`config.mk`:
```
export PLATFORM = sky130hd
export DESIGN_NAME = dino_game_ctrl_flat
export DESIGN_NICKNAME = d
export VERILOG_FILES = /design/src/rtl/dino_game_ctrl_if.sv /design/src/rtl/dino_game_ctrl.sv /design/src/flat_wrapper.sv
export SDC_FILE = /design/constraint.sdc
export NUM_CORES = 1
export LEC_CHECK = 0
export BUFFER_PORTS_ARGS = -buffer_cell sky130_fd_sc_hd__buf_2
export CAP_MARGIN = 5
export CORE_ASPECT_RATIO = 0.8
export CORE_MARGIN = 1.5
export CORE_UTILIZATION = 50
export DETAILED_ROUTE_END_ITERATION = 8
export GPL_TIMING_DRIVEN = 0
export PLACE_DENSITY_LB_ADDON = 0.15
export SLEW_MARGIN = 40
export SYNTH_ARGS = -nofsm -noshare
export SYNTH_HDL_FRONTEND = slang
export SYNTH_SLANG_ARGS = --single-unit
```
`constraint.sdc`:
```
create_clock -name clk -period 4.2 [get_ports clk]
set_input_delay 0.84 -clock clk [delete_from_list [all_inputs] [get_ports clk]]
set_output_delay 0.84 -clock clk [all_outputs]
set_load 0.01 [all_outputs]
```
`src/rtl/dino_game_ctrl_if.sv`:
```
// Game-side signal bundle for dino_game_ctrl: game inputs from the display and
// keyboard blocks, control and status outputs to the VGA/seven-segment/sound blocks.
interface dino_game_ctrl_if #(
  parameter int NUM_OBS = 3,
  parameter int SCORE_W = 16
);
  logic                   game_tick;
  logic                   key;
  logic                   pause;
  logic [11:0]            dino_pix;
  logic [12*NUM_OBS-1:0]  obs_pix;
  logic [SCORE_W-1:0]     score;
  logic                   game_rst;
  logic                   over;
  logic                   game_hold;
  logic [SCORE_W-1:0]     hi;
  logic [3:0]             bg;
  logic                   night;
  logic                   milestone;
  logic [2:0]             state;

  modport master (
    output game_tick, key, pause, dino_pix, obs_pix, score,
    input  game_rst, over, game_hold, hi, bg, night, milestone, state
  );

  modport slave (
    input  game_tick, key, pause, dino_pix, obs_pix, score,
    output game_rst, over, game_hold, hi, bg, night, milestone, state
  );
endinterface

```
`src/rtl/dino_game_ctrl.sv`:
```
// Dino game-state FSM: collision detect, high score, day/night fade, milestone pulse.
// Optional pause support is enabled by defining DINO_GAME_CTRL_PAUSE_EN.
module dino_game_ctrl #(
  parameter int          NUM_OBS     = 3,
  parameter int          SCORE_W     = 16,
  parameter logic [11:0] TRANSPARENT = 12'hfff,
  parameter int          CYCLE       = 'h700,
  parameter int          NIGHT_LEN   = 'h200,
  parameter int          FADE_DIV    = 32,
  parameter int          MILESTONE   = 'h100
) (
  input  logic            clk,
  input  logic            rst,
  dino_game_ctrl_if.slave bus
);
  localparam int FC_W = (FADE_DIV > 1) ? $clog2(FADE_DIV) : 1;
  localparam logic [FC_W-1:0]    FC_LAST = FC_W'(FADE_DIV - 1);
  localparam logic [SCORE_W-1:0] CYC     = SCORE_W'(CYCLE);
  localparam logic [SCORE_W-1:0] NIGHT   = SCORE_W'(NIGHT_LEN);
  localparam logic [SCORE_W-1:0] MS      = SCORE_W'(MILESTONE);

  typedef enum logic [2:0] {
    FROZEN    = 3'd0,
    RUN       = 3'd1,
    OVER_HOLD = 3'd2,
    OVER_ARM  = 3'd3,
    RESTART   = 3'd4,
    PAUSE     = 3'd5
  } state_t;

  state_t             state_q, state_d;
  logic               game_rst_q, over_q, night_q, milestone_q;
  logic [SCORE_W-1:0] hi_q, prev_score;
  logic [3:0]         bg_q;
  logic [FC_W-1:0]    fade_cnt;
  logic [NUM_OBS-1:0] layer_hit;
  logic               collide, pause_rise;
  logic [SCORE_W-1:0] cyc_pos, ms_pos;

  for (genvar i = 0; i < NUM_OBS; i++) begin : g_layer
    assign layer_hit[i] = bus.obs_pix[12*i +: 12] != TRANSPARENT;
  end
  assign collide = (bus.dino_pix != TRANSPARENT) && (|layer_hit);
  assign cyc_pos = bus.score % CYC;
  assign ms_pos  = bus.score % MS;

`ifdef DINO_GAME_CTRL_PAUSE_EN
  logic pause_q, hold_q;
  assign pause_rise = bus.pause & ~pause_q;
  always_ff @(posedge clk) begin
    if (!rst) begin
      pause_q <= 1'b0;
      hold_q  <= 1'b0;
    end else begin
      pause_q <= bus.pause;
      hold_q  <= (state_d == PAUSE);
    end
  end
  assign bus.game_hold = hold_q;
`else
  assign pause_rise    = 1'b0;
  assign bus.game_hold = 1'b0;
`endif

  // Collision is checked before pause so a simultaneous overlap always ends the run.
  always_comb begin
    state_d = state_q;
    case (state_q)
      FROZEN:    if (bus.key) state_d = RESTART;
      RUN:       if (collide) state_d = OVER_HOLD;
                 else if (pause_rise) state_d = PAUSE;
      OVER_HOLD: if (!bus.key) state_d = OVER_ARM;
      OVER_ARM:  if (bus.key) state_d = RESTART;
      RESTART:   if (!bus.key) state_d = RUN;
      PAUSE:     if (pause_rise) state_d = RUN;
      default:   state_d = FROZEN;
    endcase
  end

  always_ff @(posedge clk) begin
    if (!rst) begin
      state_q     <= FROZEN;
      game_rst_q  <= 1'b1;
      over_q      <= 1'b0;
      hi_q        <= '0;
      bg_q        <= 4'hf;
      night_q     <= 1'b0;
      fade_cnt    <= '0;
      prev_score  <= '0;
      milestone_q <= 1'b0;
    end else begin
      state_q    <= state_d;
      game_rst_q <= (state_d == FROZEN) || (state_d == RESTART);

      if (state_q == RUN && collide) begin
        over_q <= 1'b1;
        if (bus.score > hi_q) hi_q <= bus.score;
      end else if (state_q == OVER_ARM && bus.key) begin
        over_q <= 1'b0;
      end

      if (game_rst_q) begin
        night_q     <= 1'b0;
        bg_q        <= 4'hf;
        fade_cnt    <= '0;
        prev_score  <= '0;
        milestone_q <= 1'b0;
      end else begin
        prev_score  <= bus.score;
        milestone_q <= (bus.score != prev_score) && (ms_pos == '0) && (bus.score != '0);
        if (cyc_pos == '0 && bus.score != '0) night_q <= 1'b1;
        else if (cyc_pos == NIGHT)            night_q <= 1'b0;
        // bg walks toward the current target and saturates at either end.
        if (state_q == RUN && bus.game_tick) begin
          if (fade_cnt == FC_LAST) begin
            fade_cnt <= '0;
            if (night_q && bg_q != 4'h0)       bg_q <= bg_q - 4'd1;
            else if (!night_q && bg_q != 4'hf) bg_q <= bg_q + 4'd1;
          end else begin
            fade_cnt <= fade_cnt + 1'b1;
          end
        end
      end
    end
  end

  assign bus.state     = state_q;
  assign bus.game_rst  = game_rst_q;
  assign bus.over      = over_q;
  assign bus.hi        = hi_q;
  assign bus.bg        = bg_q;
  assign bus.night     = night_q;
  assign bus.milestone = milestone_q;
endmodule

```
`src/flat_wrapper.sv`:
```
// flat-port wrapper written by rule: the top's interface ports become plain ports
module dino_game_ctrl_flat 
#(
  parameter int          NUM_OBS     = 3,
  parameter int          SCORE_W     = 16,
  parameter logic [11:0] TRANSPARENT = 12'hfff,
  parameter int          CYCLE       = 'h700,
  parameter int          NIGHT_LEN   = 'h200,
  parameter int          FADE_DIV    = 32,
  parameter int          MILESTONE   = 'h100
)
  (clk, rst, bus_game_tick, bus_key, bus_pause, bus_dino_pix, bus_obs_pix, bus_score, bus_game_rst, bus_over, bus_game_hold, bus_hi, bus_bg, bus_night, bus_milestone, bus_state);
  dino_game_ctrl_if #(.NUM_OBS(NUM_OBS), .SCORE_W(SCORE_W)) bus_i ();
  input  logic clk;
  input  logic rst;
  input wire logic [$bits(bus_i.game_tick)-1:0] bus_game_tick;
  input wire logic [$bits(bus_i.key)-1:0] bus_key;
  input wire logic [$bits(bus_i.pause)-1:0] bus_pause;
  input wire logic [$bits(bus_i.dino_pix)-1:0] bus_dino_pix;
  input wire logic [$bits(bus_i.obs_pix)-1:0] bus_obs_pix;
  input wire logic [$bits(bus_i.score)-1:0] bus_score;
  output wire logic [$bits(bus_i.game_rst)-1:0] bus_game_rst;
  output wire logic [$bits(bus_i.over)-1:0] bus_over;
  output wire logic [$bits(bus_i.game_hold)-1:0] bus_game_hold;
  output wire logic [$bits(bus_i.hi)-1:0] bus_hi;
  output wire logic [$bits(bus_i.bg)-1:0] bus_bg;
  output wire logic [$bits(bus_i.night)-1:0] bus_night;
  output wire logic [$bits(bus_i.milestone)-1:0] bus_milestone;
  output wire logic [$bits(bus_i.state)-1:0] bus_state;
  assign bus_i.game_tick = bus_game_tick;
  assign bus_i.key = bus_key;
  assign bus_i.pause = bus_pause;
  assign bus_i.dino_pix = bus_dino_pix;
  assign bus_i.obs_pix = bus_obs_pix;
  assign bus_i.score = bus_score;
  assign bus_game_rst = bus_i.game_rst;
  assign bus_over = bus_i.over;
  assign bus_game_hold = bus_i.game_hold;
  assign bus_hi = bus_i.hi;
  assign bus_bg = bus_i.bg;
  assign bus_night = bus_i.night;
  assign bus_milestone = bus_i.milestone;
  assign bus_state = bus_i.state;
  dino_game_ctrl #(.NUM_OBS(NUM_OBS), .SCORE_W(SCORE_W), .TRANSPARENT(TRANSPARENT), .CYCLE(CYCLE), .NIGHT_LEN(NIGHT_LEN), .FADE_DIV(FADE_DIV), .MILESTONE(MILESTONE)) u_core (.clk(clk), .rst(rst), .bus(bus_i));
endmodule
```
==> reports/results.tsv, run 1 <==
stage	metric	value	unit
sta	fin crit share	0.6572	
pwr	VDD IR-drop max	233.2	µV
setup_path	reg2reg setup slack	1.67	ns
route	first drt pass iteration count	6	
logic_synthesis	mapped cell area	0.003249	mm²
pwr	Seq pwr share	0.430	
logic_synthesis	most frequent cell after synthesis	nand2_1	
flow_run	MaxCap Viol Count	0	
worst_hold_path	hold path depth	2	
global_route	initial antenna violation count	0	
sta	Hold Vio Cnt, Final	0	
route	WL per Instance	15.01	µm
sta	Setup TNS	0	ns
setup_path	reg2reg start	u_core.bus.hi[14]$_SDFFE_PN0P_	
logic_synthesis	syn_nets	484	
logic_synthesis	Synth area leaders	dfxtp_1, ha_1, nand2_1, mux2i_1, xnor2_1	
cts	clk slew on worst S/H paths	0.10	ns
route	DRC errors left	0	
floorplan	Top Ports	97	
global_route	largest net degree at the start of global routing	17	
logic_synthesis	Synth Instances	394	
pwr	Internal	804.6	µW
placed_design	port bufs	94	
final_layout	ANT cells	0	
sta	Final setup viols	0	
setup_path	Cell Chain, Critical Path	buf_2 -> ha_1 -> nand3_1 -> nor3_1 -> o31ai_1 -> a21oi_2 -> buf_4 -> mux2i_1	
cts	H-tree Lvls	2	
global_route	total grt overflow	0	
setup_path	Crit-path slowest cell	a21oi_2	
final_layout	# fillers	576	
cts	clock buffer depth	2	
cts	CTS resizes	0	
cts	Sink Count	48	
setup_path	Crit path required time	4.43	ns
pwr	sw frac	0.2719	
setup_path	Critical Path Sink Type	flip-flop	
cts	CTS root buf	clkbuf_8	
logic_synthesis	EDFF count, synth	0	
logic_synthesis	flops & latches, synth	48	
setup_path	CP max stage delay	0.48	ns
logic_synthesis	synth unique cells	69	
route	Via Count	3249	
cts	latest clock arrival within the worst-skew pair	0.31	ns
cts	CTS tree	yes	
logic_synthesis	Yosys top cell by area	dfxtp_1	
logic_synthesis	top-area cell type share of the netlist area	0.2957	
cts	CTS Buf Count	5	
sta	slew margin rel.	0.5978	
pwr	power after layout	1105	µW
logic_synthesis	dominant synthesized flop cell	dfxtp_1	
sta	Final min period	2.760	ns
route	DRT iter0 DRCs	196	
final_layout	final net count	585	
route	Vias/cell	5.602	
route	total wire length	8705	µm
cts	Hold-fix buffers, CTS	0	
route	Post-DRT Antenna Nets	0	
setup_path	reg2reg path depth	8	
worst_hold_path	Hold Startpoint	u_core.bus.hi[7]$_SDFFE_PN0P_	
final_layout	Design Area, Final	0.003963	mm²
logic_synthesis	Ys Warns	0	
sta	unrepaired setup endpoints after global routing	false	
setup_path	Worst R2R End	u_core.bus.hi[11]$_SDFFE_PN0P_	
cts	setup bufs post-CTS	0	
pwr	Power Dens Cells	278.9	mW/mm²
setup_path	CP Class	in2reg	
logic_synthesis	sequential share of the synthesized area	0.2957	
final_layout	Storage cell area	960.9	µm²
sta	Fmax achieved	362.3	MHz
logic_synthesis	ys async rst share	0	
sta	skew final	0.01025	ns
pwr	fraction of power consumed by combinational cells	0.200	
placed_design	GP Congestion	0.9000	
placed_design	post-DP HPWL	6720	µm
final_layout	area delta synth->final	21.95	%
status	status	complete, no violations	
setup_path	critical path launch point type	input port	
logic_synthesis	mean post-synth cell area	8.247	µm²
floorplan	Core Footprint	0.006344	mm²
global_route	vias in the first global route	2915	
floorplan	die width	93.13	µm
setup_path	CP max FO	10	
final_layout	area of the multi-input gates	0.002061	mm²
global_route	first-pass GRT wire length	13740	µm
placed_design	DP Area	0.003825	mm²
worst_hold_path	Worst Hold Class	reg2reg	
floorplan	Initial Util	0.5122	
final_layout	fraction of layout cells with a size suffix above 1	0.2641	
setup_path	Worst EP arrival	2.99	ns
floorplan	die area	0.006995	mm²
final_layout	fin util	0.6247	
sta	final slew viol count	0	
global_route	GRT Total Usage	0.2480	
pwr	Pleak	0.001653	µW
floorplan	row count	26	
floorplan	Die Y	75.11	µm
pwr	Clk pwr share	0.370	
logic_synthesis	Post-synth top cells	nand2_1, dfxtp_1, inv_1	
pwr	sw power	300.5	µW
sta	Slew @ Worst Pin	0.6021	ns
worst_hold_path	WHS Endpoint	u_core.bus.hi[7]$_SDFFE_PN0P_	
## per-layer routing
metal / global-route usage / vias to the layer above / share of wire
met3: 0.04545 / 23 / 0.064
met5: 0 / - / 0
met1: 0.3237 / 1489 / 0.46
met4: 0.07239 / 0 / 0.019
li1: - / 1607 / -
met2: 0.4242 / 130 / 0.46
## power by group through the flow
stage               Clock, µW  Sequential, µW  Combinational (µW)
CTS                       413             475                 218
floorplan                   0             488                 133
global route              431             476                 244
detailed placement          0             486                 217
finish                    409             475                 221
global placement            0             485                 212
## registers in the layout, summed over array words and instances, names as in the netlist
name,count
u_core.bus.over,1
u_core.bus.night,1
u_core.bus.hi,16
u_core.fade_cnt,5
u_core.bus.state,3
u_core.prev_score,16
u_core.bus.game_rst,1
u_core.bus.bg,4
u_core.bus.milestone,1
## worst max path at each step
| stage | startpoint | to | slack (ns) |
|---|---|---|---|
| 2_1_floorplan | bus_score[1] | u_core.bus.hi[10]$_SDFFE_PN0P_ | 1.65 |
| 3_3_place_gp | bus_score[15] | u_core.bus.hi[8]$_SDFFE_PN0P_ | 1.23 |
| 3_5_place_dp | bus_score[1] | u_core.bus.hi[11]$_SDFFE_PN0P_ | 1.15 |
| 4_1_cts | bus_score[1] | u_core.bus.hi[11]$_SDFFE_PN0P_ | 1.45 |
| 5_1_grt | bus_score[1] | u_core.bus.hi[11]$_SDFFE_PN0P_ | 1.25 |
| 6_report | bus_score[14] | u_core.bus.hi[11]$_SDFFE_PN0P_ | 1.44 |
## metrics by stage
| step | setup slack, ns | hold slack (ns) | instances |
|---|---|---|---|
| 2_1_floorplan | 1.653 | 0.4530 | 394 |
| 3_3_place_gp | 1.230 | 0.4551 | 572 |
| 3_5_place_dp | 1.146 | 0.4635 | 572 |
| 4_1_cts | 1.450 | 0.4770 | 580 |
| 5_1_grt | 1.254 | 0.4908 | 580 |
| 6_report | 1.440 | 0.4760 | 580 |
## cells by family after synthesis
group                      after synthesis  share of synthesized area
buffers and inverters                   47                    0.07008
adders and majority gates               21                    0.08317
muxes                                   19                    0.05891
DFF                                     48                     0.2957
other                                    1                   0.001154
and+or+nand+nor                        164                     0.2649
AOI/OAI and AO/OA                       71                     0.1640
xor gates and xnor gates                23                    0.06199
## layout by cell type, fill, tap and decap left out, types with 4 or more instances in the layout
master	Yosys	routed
dfxtp_1	48	48
nand3_1	7	7
nor2_1	19	19
or3_1	4	4
ha_1	20	20
xnor2_1	18	18
clkbuf_8	0	5
inv_1	24	24
nand2b_1	4	4
and2_1	15	15
xor2_1	5	5
nor3_1	9	9
nor2b_1	5	5
a21oi_1	12	12
clkbuf_1	8	8
nand4_1	22	22
buf_4	6	6
nand2_1	53	53
nor4_1	5	5
o21ai_0	16	16
buf_2	5	99
a211oi_1	5	5
and3_1	4	4
mux2i_1	18	18
## cell type report
type / count / share of cell area
Multi-Input combinational cell: 299 / 0.5201
Sequential cell: 48 / 0.2425
Timing Repair Buffer: 94 / 0.1187
Buffer: 23 / 0.03473
Tap cell: 84 / 0.02652
Inverter: 24 / 0.02273
Clock buffer: 5 / 0.01737
Clock inverter: 3 / 0.01737
## critical path, delay by kind of cell
kind / cells / cell delay (ns)
multiplexers: 1 / 0.22
AO/OA/AOI/OAI: 2 / 0.65
buffers and inverters: 2 / 0.46
AND/OR/NAND/NOR: 2 / 0.51
adder cells (fa/ha/maj): 1 / 0.29
Note: power is estimated with default switching activity, not from simulation.
==> inputs of run 2 (changes only) <==
--- a/config.mk
+++ b/config.mk
@@ -5,6 +5,7 @@
 export SDC_FILE = /design/constraint.sdc
 export NUM_CORES = 1
 export LEC_CHECK = 0
+export ABC_AREA = 1
 export BUFFER_PORTS_ARGS = -buffer_cell sky130_fd_sc_hd__buf_2
 export CAP_MARGIN = 5
 export CORE_ASPECT_RATIO = 0.8
==> constraint.sdc (replaced) <==
create_clock -name clk -period 2.7 [get_ports clk]
set_input_delay 0.54 -clock clk [delete_from_list [all_inputs] [get_ports clk]]
set_output_delay 0.54 -clock clk [all_outputs]
set_load 0.01 [all_outputs]
==> reports/results.tsv, run 2 <==
stage	metric	value	unit
logic_synthesis	dominant synthesized flop cell	dfxtp_1	
floorplan	row count	24	
setup_path	CP Class	in2reg	
pwr	Seq pwr share	0.477	
pwr	Internal	1055	µW
sta	Final setup viols	0	
final_layout	most frequent cells in the layout	buf_2, nand2_1, inv_1	
floorplan	Core Footprint	0.005495	mm²
setup_path	reg2reg start	u_core.bus.hi[3]$_SDFFE_PN0P_	
floorplan	die width	87.84	µm
logic_synthesis	mapped cell area	0.002879	mm²
logic_synthesis	Post-synth top cells	nand2_1, inv_1, dfxtp_1	
floorplan	die area	0.006225	mm²
route	Vias/cell	5.012	
logic_synthesis	Yosys top cell by area	dfxtp_1	
global_route	vias in the first global route	2645	
placed_design	port bufs	94	
setup_path	critical path launch point type	input port	
pwr	Pleak	0.001674	µW
pwr	fraction of power consumed by combinational cells	0.225	
logic_synthesis	top-area cell type share of the netlist area	0.3338	
worst_hold_path	Hold Startpoint	u_core.bus.hi[9]$_SDFFE_PN0P_	
final_layout	area delta synth->final	23.03	%
logic_synthesis	Synth area leaders	dfxtp_1, ha_1, nand2_1, inv_1, a21oi_1	
final_layout	Non-Filler Instances	586	
placed_design	Place WS	-0.01692	ns
global_route	largest net degree at the start of global routing	18	
final_layout	final net count	597	
cts	H-tree Lvls	2	
setup_path	Crit path required time	2.90	ns
placed_design	GP Congestion	0.8123	
global_route	initial antenna violation count	0	
final_layout	fraction of layout cells with a size suffix above 1	0.2539	
setup_path	Cell Chain, Critical Path	buf_2 -> buf_2 -> a21oi_2 -> nand3_2 -> nand2_2 -> nand2_2 -> nand2_2 -> inv_1 -> nor2_1 -> nand4_1 -> a21boi_1 -> nand3_1 -> nand2_2 -> inv_2 -> nand3_1 -> nand2_1 -> nor2_1 -> nand2_1 -> nand2_1 -> nor2_1	
pwr	sw frac	0.3140	
logic_synthesis	synth unique cells	37	
cts	CTS tree	yes	
sta	Fmax achieved	407.7	MHz
logic_synthesis	Ys Warns	0	
cts	CTS Buf Count	5	
worst_hold_path	Worst Hold Class	reg2reg	
logic_synthesis	ys async rst share	0	
logic_synthesis	syn_nets	496	
logic_synthesis	mean post-synth cell area	7.091	µm²
logic_synthesis	most frequent cell after synthesis	nand2_1	
setup_path	CP max stage delay	0.25	ns
cts	Hold-fix buffers, CTS	0	
setup_path	Crit-path slowest cell	a21boi_1	
cts	CTS root buf	clkbuf_8	
floorplan	Die Y	70.87	µm
placed_design	Cells after DPL	578	
placed_design	post-DP HPWL	5595	µm
route	WL per Instance	11.68	µm
final_layout	ANT cells	0	
route	DRC errors left	0	
setup_path	Critical Path Sink Type	flip-flop	
route	DRT iter0 DRCs	140	
global_route	GRT Total Usage	0.2262	
route	first drt pass iteration count	4	
setup_path	Buf+Inv Stages, Crit Path	4	
sta	skew final	0.01514	ns
cts	CTS resizes	0	
global_route	total grt overflow	0	
cts	Sink Count	48	
pwr	Clk pwr share	0.298	
flow_run	MaxCap Viol Count	0	
route	Via Count	2937	
logic_synthesis	sequential share of the synthesized area	0.3338	
status	status	complete, no violations	
setup_path	critical path launch point	bus_score[14]	
sta	fin crit share	0.9085	
pwr	Power Dens Cells	434.4	mW/mm²
sta	Setup TNS	0	ns
cts	clk slew on worst S/H paths	0.10	ns
logic_synthesis	flops & latches, synth	48	
setup_path	most frequent CP cell	nand2_2	
pwr	VDD IR-drop max	299.0	µV
cts	latest clock arrival within the worst-skew pair	0.31	ns
cts	setup bufs post-CTS	0	
sta	unrepaired setup endpoints after global routing	false	
floorplan	Top Ports	97	
sta	final setup margin	0.2470	ns
route	Post-DRT Antenna Nets	0	
sta	final slew viol count	0	
setup_path	Worst EP arrival	2.65	ns
setup_path	CP max FO	10	
route	total wire length	6846	µm
setup_path	Top delay family on crit path	simple AND/OR/NAND/NOR gates	
sta	Hold Vio Cnt, Final	0	
sta	Final min period	2.453	ns
floorplan	Initial Util	0.5239	
cts	clock buffer depth	2	
logic_synthesis	EDFF count, synth	0	
logic_synthesis	Synth Instances	406	
pwr	sw power	483.1	µW
final_layout	commonest non-fill, non-tap cell in the layout	buf_2	
global_route	first-pass GRT wire length	11370	µm
run 2: area by class of cell:
type                    count  area, µm²
flip-flops and latches     48      960.9
clock buffers               5      68.82
plain buffers              10      46.29
repair buffers             94      470.5
well taps                  78      97.59
fillers                   522       1953
clock inverters             3      26.28
multi-input cells         289       1650
inverters                  59      221.5
run 2: routing by layer:
metal,vias up,GRT usage,wire length (µm)
li1,1570,-,-
met1,1310,0.3079,3532
met2,50,0.3681,3014
met3,7,0.05018,251
met4,0,0.04586,48
met5,-,0,0
run 2: per-stage QoR:
stage	utilization	hold WS, ns	cell area, µm²	total power, µW
global placement	0.6273	0.4608	3447	1084
floorplan	-	0.4557	2879	974.6
finish	0.6446	0.4811	3542	1539
detailed placement	0.6273	0.4674	3447	1092
CTS	0.6446	0.4823	3542	1546
global route	0.6446	0.4981	3542	1624
run 2: logic make-up (layout without fill, tap and decap cells):
logic type	Yosys count	after routing	share of synthesized area
DFF	48	48	0.3338
buffers and inverters	69	171	0.09300
xor gates and xnor gates	14	14	0.04259
adders and majority gates	21	21	0.09387
AOI/OAI and AO/OA	75	75	0.1417
other	1	1	0.001303
and+or+nand+nor	178	178	0.2938
run 2: power by group through the flow:
stage / logic, µW / clock network, µW / registers [µW]
floorplan: 219 / 0 / 756
global placement: 334 / 0 / 750
detailed placement: 342 / 0 / 750
CTS: 344 / 468 / 734
global route: 392 / 496 / 736
finish: 346 / 459 / 734
run 2: path summary, 6_finish.rpt:
| kind | depth (start not counted) | to | slack, ns |
|---|---|---|---|
| max | 20 | u_core.bus.night$_SDFFE_PP0P_ | 0.25 |
| min | 2 | u_core.bus.hi[9]$_SDFFE_PN0P_ | 0.48 |
| max reg2reg | 12 | u_core.bus.hi[11]$_SDFFE_PN0P_ | 0.36 |
| min reg2reg | 2 | u_core.bus.hi[9]$_SDFFE_PN0P_ | 0.48 |
run 2: tightest hold or removal path, cell delays in order, from the launching register on:
cell,delay (ns)
dfxtp_1,0.32
inv_1,0.07
a21oi_1,0.06
==> inputs of run 3 (changes only) <==
--- a/config.mk
+++ b/config.mk
@@ -9,7 +9,7 @@
 export BUFFER_PORTS_ARGS = -buffer_cell sky130_fd_sc_hd__buf_2
 export CAP_MARGIN = 5
 export CORE_ASPECT_RATIO = 0.8
-export CORE_MARGIN = 1.5
+export CORE_MARGIN = 2
 export CORE_UTILIZATION = 50
 export DETAILED_ROUTE_END_ITERATION = 8
 export GPL_TIMING_DRIVEN = 0
==> reports/results.tsv, run 3 (same netlist as run 2, synthesis figures left out) <==
stage	metric	value	unit
floorplan	die area	0.006385	mm²
cts	Hold-fix buffers, CTS	0	
setup_path	critical path launch point type	input port	
sta	Hold Vio Cnt, Final	0	
flow_run	MaxCap Viol Count	0	
route	first drt pass iteration count	5	
floorplan	die width	88.84	µm
setup_path	Worst EP arrival	2.62	ns
global_route	total grt overflow	0	
sta	fin crit share	0.8956	
cts	CTS tree	yes	
pwr	Seq pwr share	0.457	
setup_path	Crit path required time	2.90	ns
pwr	Pleak	0.001676	µW
setup_path	CP max FO	7	
placed_design	post-DP HPWL	5595	µm
cts	clock buffer depth	2	
sta	skew final	0.005279	ns
floorplan	Initial Util	0.5239	
sta	Fmax achieved	413.6	MHz
route	Via Count	2951	
route	Vias/cell	5.044	
sta	unrepaired setup endpoints after global routing	false	
final_layout	final net count	596	
cts	Sink Count	48	
worst_hold_path	Hold Startpoint	u_core.bus.hi[2]$_SDFFE_PN0P_	
setup_path	CP max stage delay	0.18	ns
sta	Final min period	2.418	ns
pwr	Power Dens Cells	450.0	mW/mm²
floorplan	Die Y	71.87	µm
route	Post-DRT Antenna Nets	0	
floorplan	Core Footprint	0.005495	mm²
setup_path	most frequent CP cell	nand2_1	
setup_path	reg2reg setup slack	0.35	ns
global_route	vias in the first global route	2632	
worst_hold_path	hold path depth	2	
pwr	sw frac	0.2895	
cts	H-tree Lvls	2	
setup_path	Critical Path Sink Type	flip-flop	
cts	clk slew on worst S/H paths	0.09	ns
placed_design	Cells after DPL	578	
cts	latest clock arrival within the worst-skew pair	0.30	ns
setup_path	Cell Chain, Critical Path	buf_2 -> clkbuf_2 -> inv_2 -> nand2_1 -> nand3_1 -> nand3_2 -> nor2_4 -> inv_2 -> nand2_1 -> nand2_1 -> nand4_1 -> nand2_1 -> nand2_1 -> nand2_1 -> nand2_2 -> nand4_1 -> nand3_1 -> nand2_1 -> nor2_1 -> nand2_1 -> nand2_1 -> nor2_1	
route	DRT iter0 DRCs	146	
pwr	sw power	464.4	µW
worst_hold_path	Worst Hold Class	reg2reg	
cts	CTS Buf Count	5	
pwr	VDD IR-drop max	255.2	µV
final_layout	Non-Filler Instances	585	
placed_design	GP Congestion	0.8236	
worst_hold_path	WHS Endpoint	u_core.bus.hi[2]$_SDFFE_PN0P_	
pwr	fraction of power consumed by combinational cells	0.217	
cts	setup bufs post-CTS	0	
final_layout	area delta synth->final	23.82	%
placed_design	port bufs	94	
sta	final slew viol count	0	
setup_path	Worst R2R End	u_core.bus.hi[8]$_SDFFE_PN0P_	
sta	Final setup viols	0	
final_layout	fin util	0.6487	
floorplan	Top Ports	97	
final_layout	commonest non-fill, non-tap cell in the layout	buf_2	
pwr	Internal	1140	µW
global_route	initial antenna violation count	0	
route	total wire length	6930	µm
final_layout	ANT cells	0	
floorplan	row count	24	
status	status	complete, no violations	
cts	CTS root buf	clkbuf_8	
setup_path	Crit-path slowest cell	clkbuf_2	
global_route	first-pass GRT wire length	11700	µm
final_layout	most frequent cells in the layout	buf_2, nand2_1, inv_1	
setup_path	reg2reg start	u_core.bus.hi[3]$_SDFFE_PN0P_	
global_route	GRT Total Usage	0.2287	
setup_path	reg2reg path depth	12	
route	DRC errors left	0	
route	WL per Instance	11.85	µm
final_layout	fraction of layout cells with a size suffix above 1	0.2564	
setup_path	CP Class	in2reg	
sta	Hold WS	0.4828	ns
global_route	largest net degree at the start of global routing	16	
pwr	Clk pwr share	0.326	
run 3: cell types whose count changed in the layout (fill, tap and decap cells not counted), sizes merged:
cell	before	now
inv	60	58
buf	98	97
bufinv	0	1
clkinvlp	0	1
run 3: worst max path at each step:
stage,startpoint,to
after global routing,bus_score[15],u_core.bus.night$_SDFFE_PP0P_
after floorplan,bus_score[14],u_core.bus.night$_SDFFE_PP0P_
after CTS,bus_score[14],u_core.bus.night$_SDFFE_PP0P_
final,bus_score[15],u_core.bus.night$_SDFFE_PP0P_
after detailed placement,bus_score[14],u_core.bus.night$_SDFFE_PP0P_
after global placement,bus_score[14],u_core.bus.night$_SDFFE_PP0P_
run 3: layout make-up:
| type | count | area [µm²] |
|---|---|---|
| Clock inverter | 3 | 42.54 |
| Timing Repair Buffer | 94 | 470.5 |
| Fill cell | 526 | 1931 |
| Clock buffer | 5 | 68.82 |
| Tap cell | 78 | 97.59 |
| Sequential cell | 48 | 960.9 |
| Inverter | 59 | 221.5 |
| Multi-Input combinational cell | 289 | 1662 |
| Buffer | 9 | 41.29 |
run 3: worst max-delay path: cells and delay by family:
kind                   cells  cell delay, ns
buffers and inverters      4            0.43
and+or+nand+nor           18            1.65
run 3: metal layers:
| layer | GRT usage | part of all wire |
|---|---|---|
| met1 | 0.3167 | 0.50 |
| met2 | 0.3756 | 0.46 |
| met3 | 0.04493 | 0.046 |
| met4 | 0.03704 | 0.0017 |
| met5 | 0 | 0 |
run 3: timing repair:
item / CTS / global route
endpoints found under the setup margin: 0 / 1
resized for setup: 0 / 3
endpoints found under the hold margin: 0 / 0
run 3: per-stage QoR:
step                       TNS, ns  setup WS (ns)  area (µm²)  power, µW
after floorplan                  0         0.3580        2879      974.6
after global placement           0        0.03145        3447       1083
after detailed placement  -0.01740       -0.01740        3447       1091
after CTS                        0         0.2935        3558       1614
after global routing             0       0.004491        3565       1692
final                            0         0.2820        3565       1604
run 3: power by group through the flow:
stage	clock network [µW]	registers, µW	logic, µW
floorplan	0	756	219
global placement	0	750	333
detailed placement	0	750	341
CTS	537	734	343
global route	559	736	397
finish	523	734	347
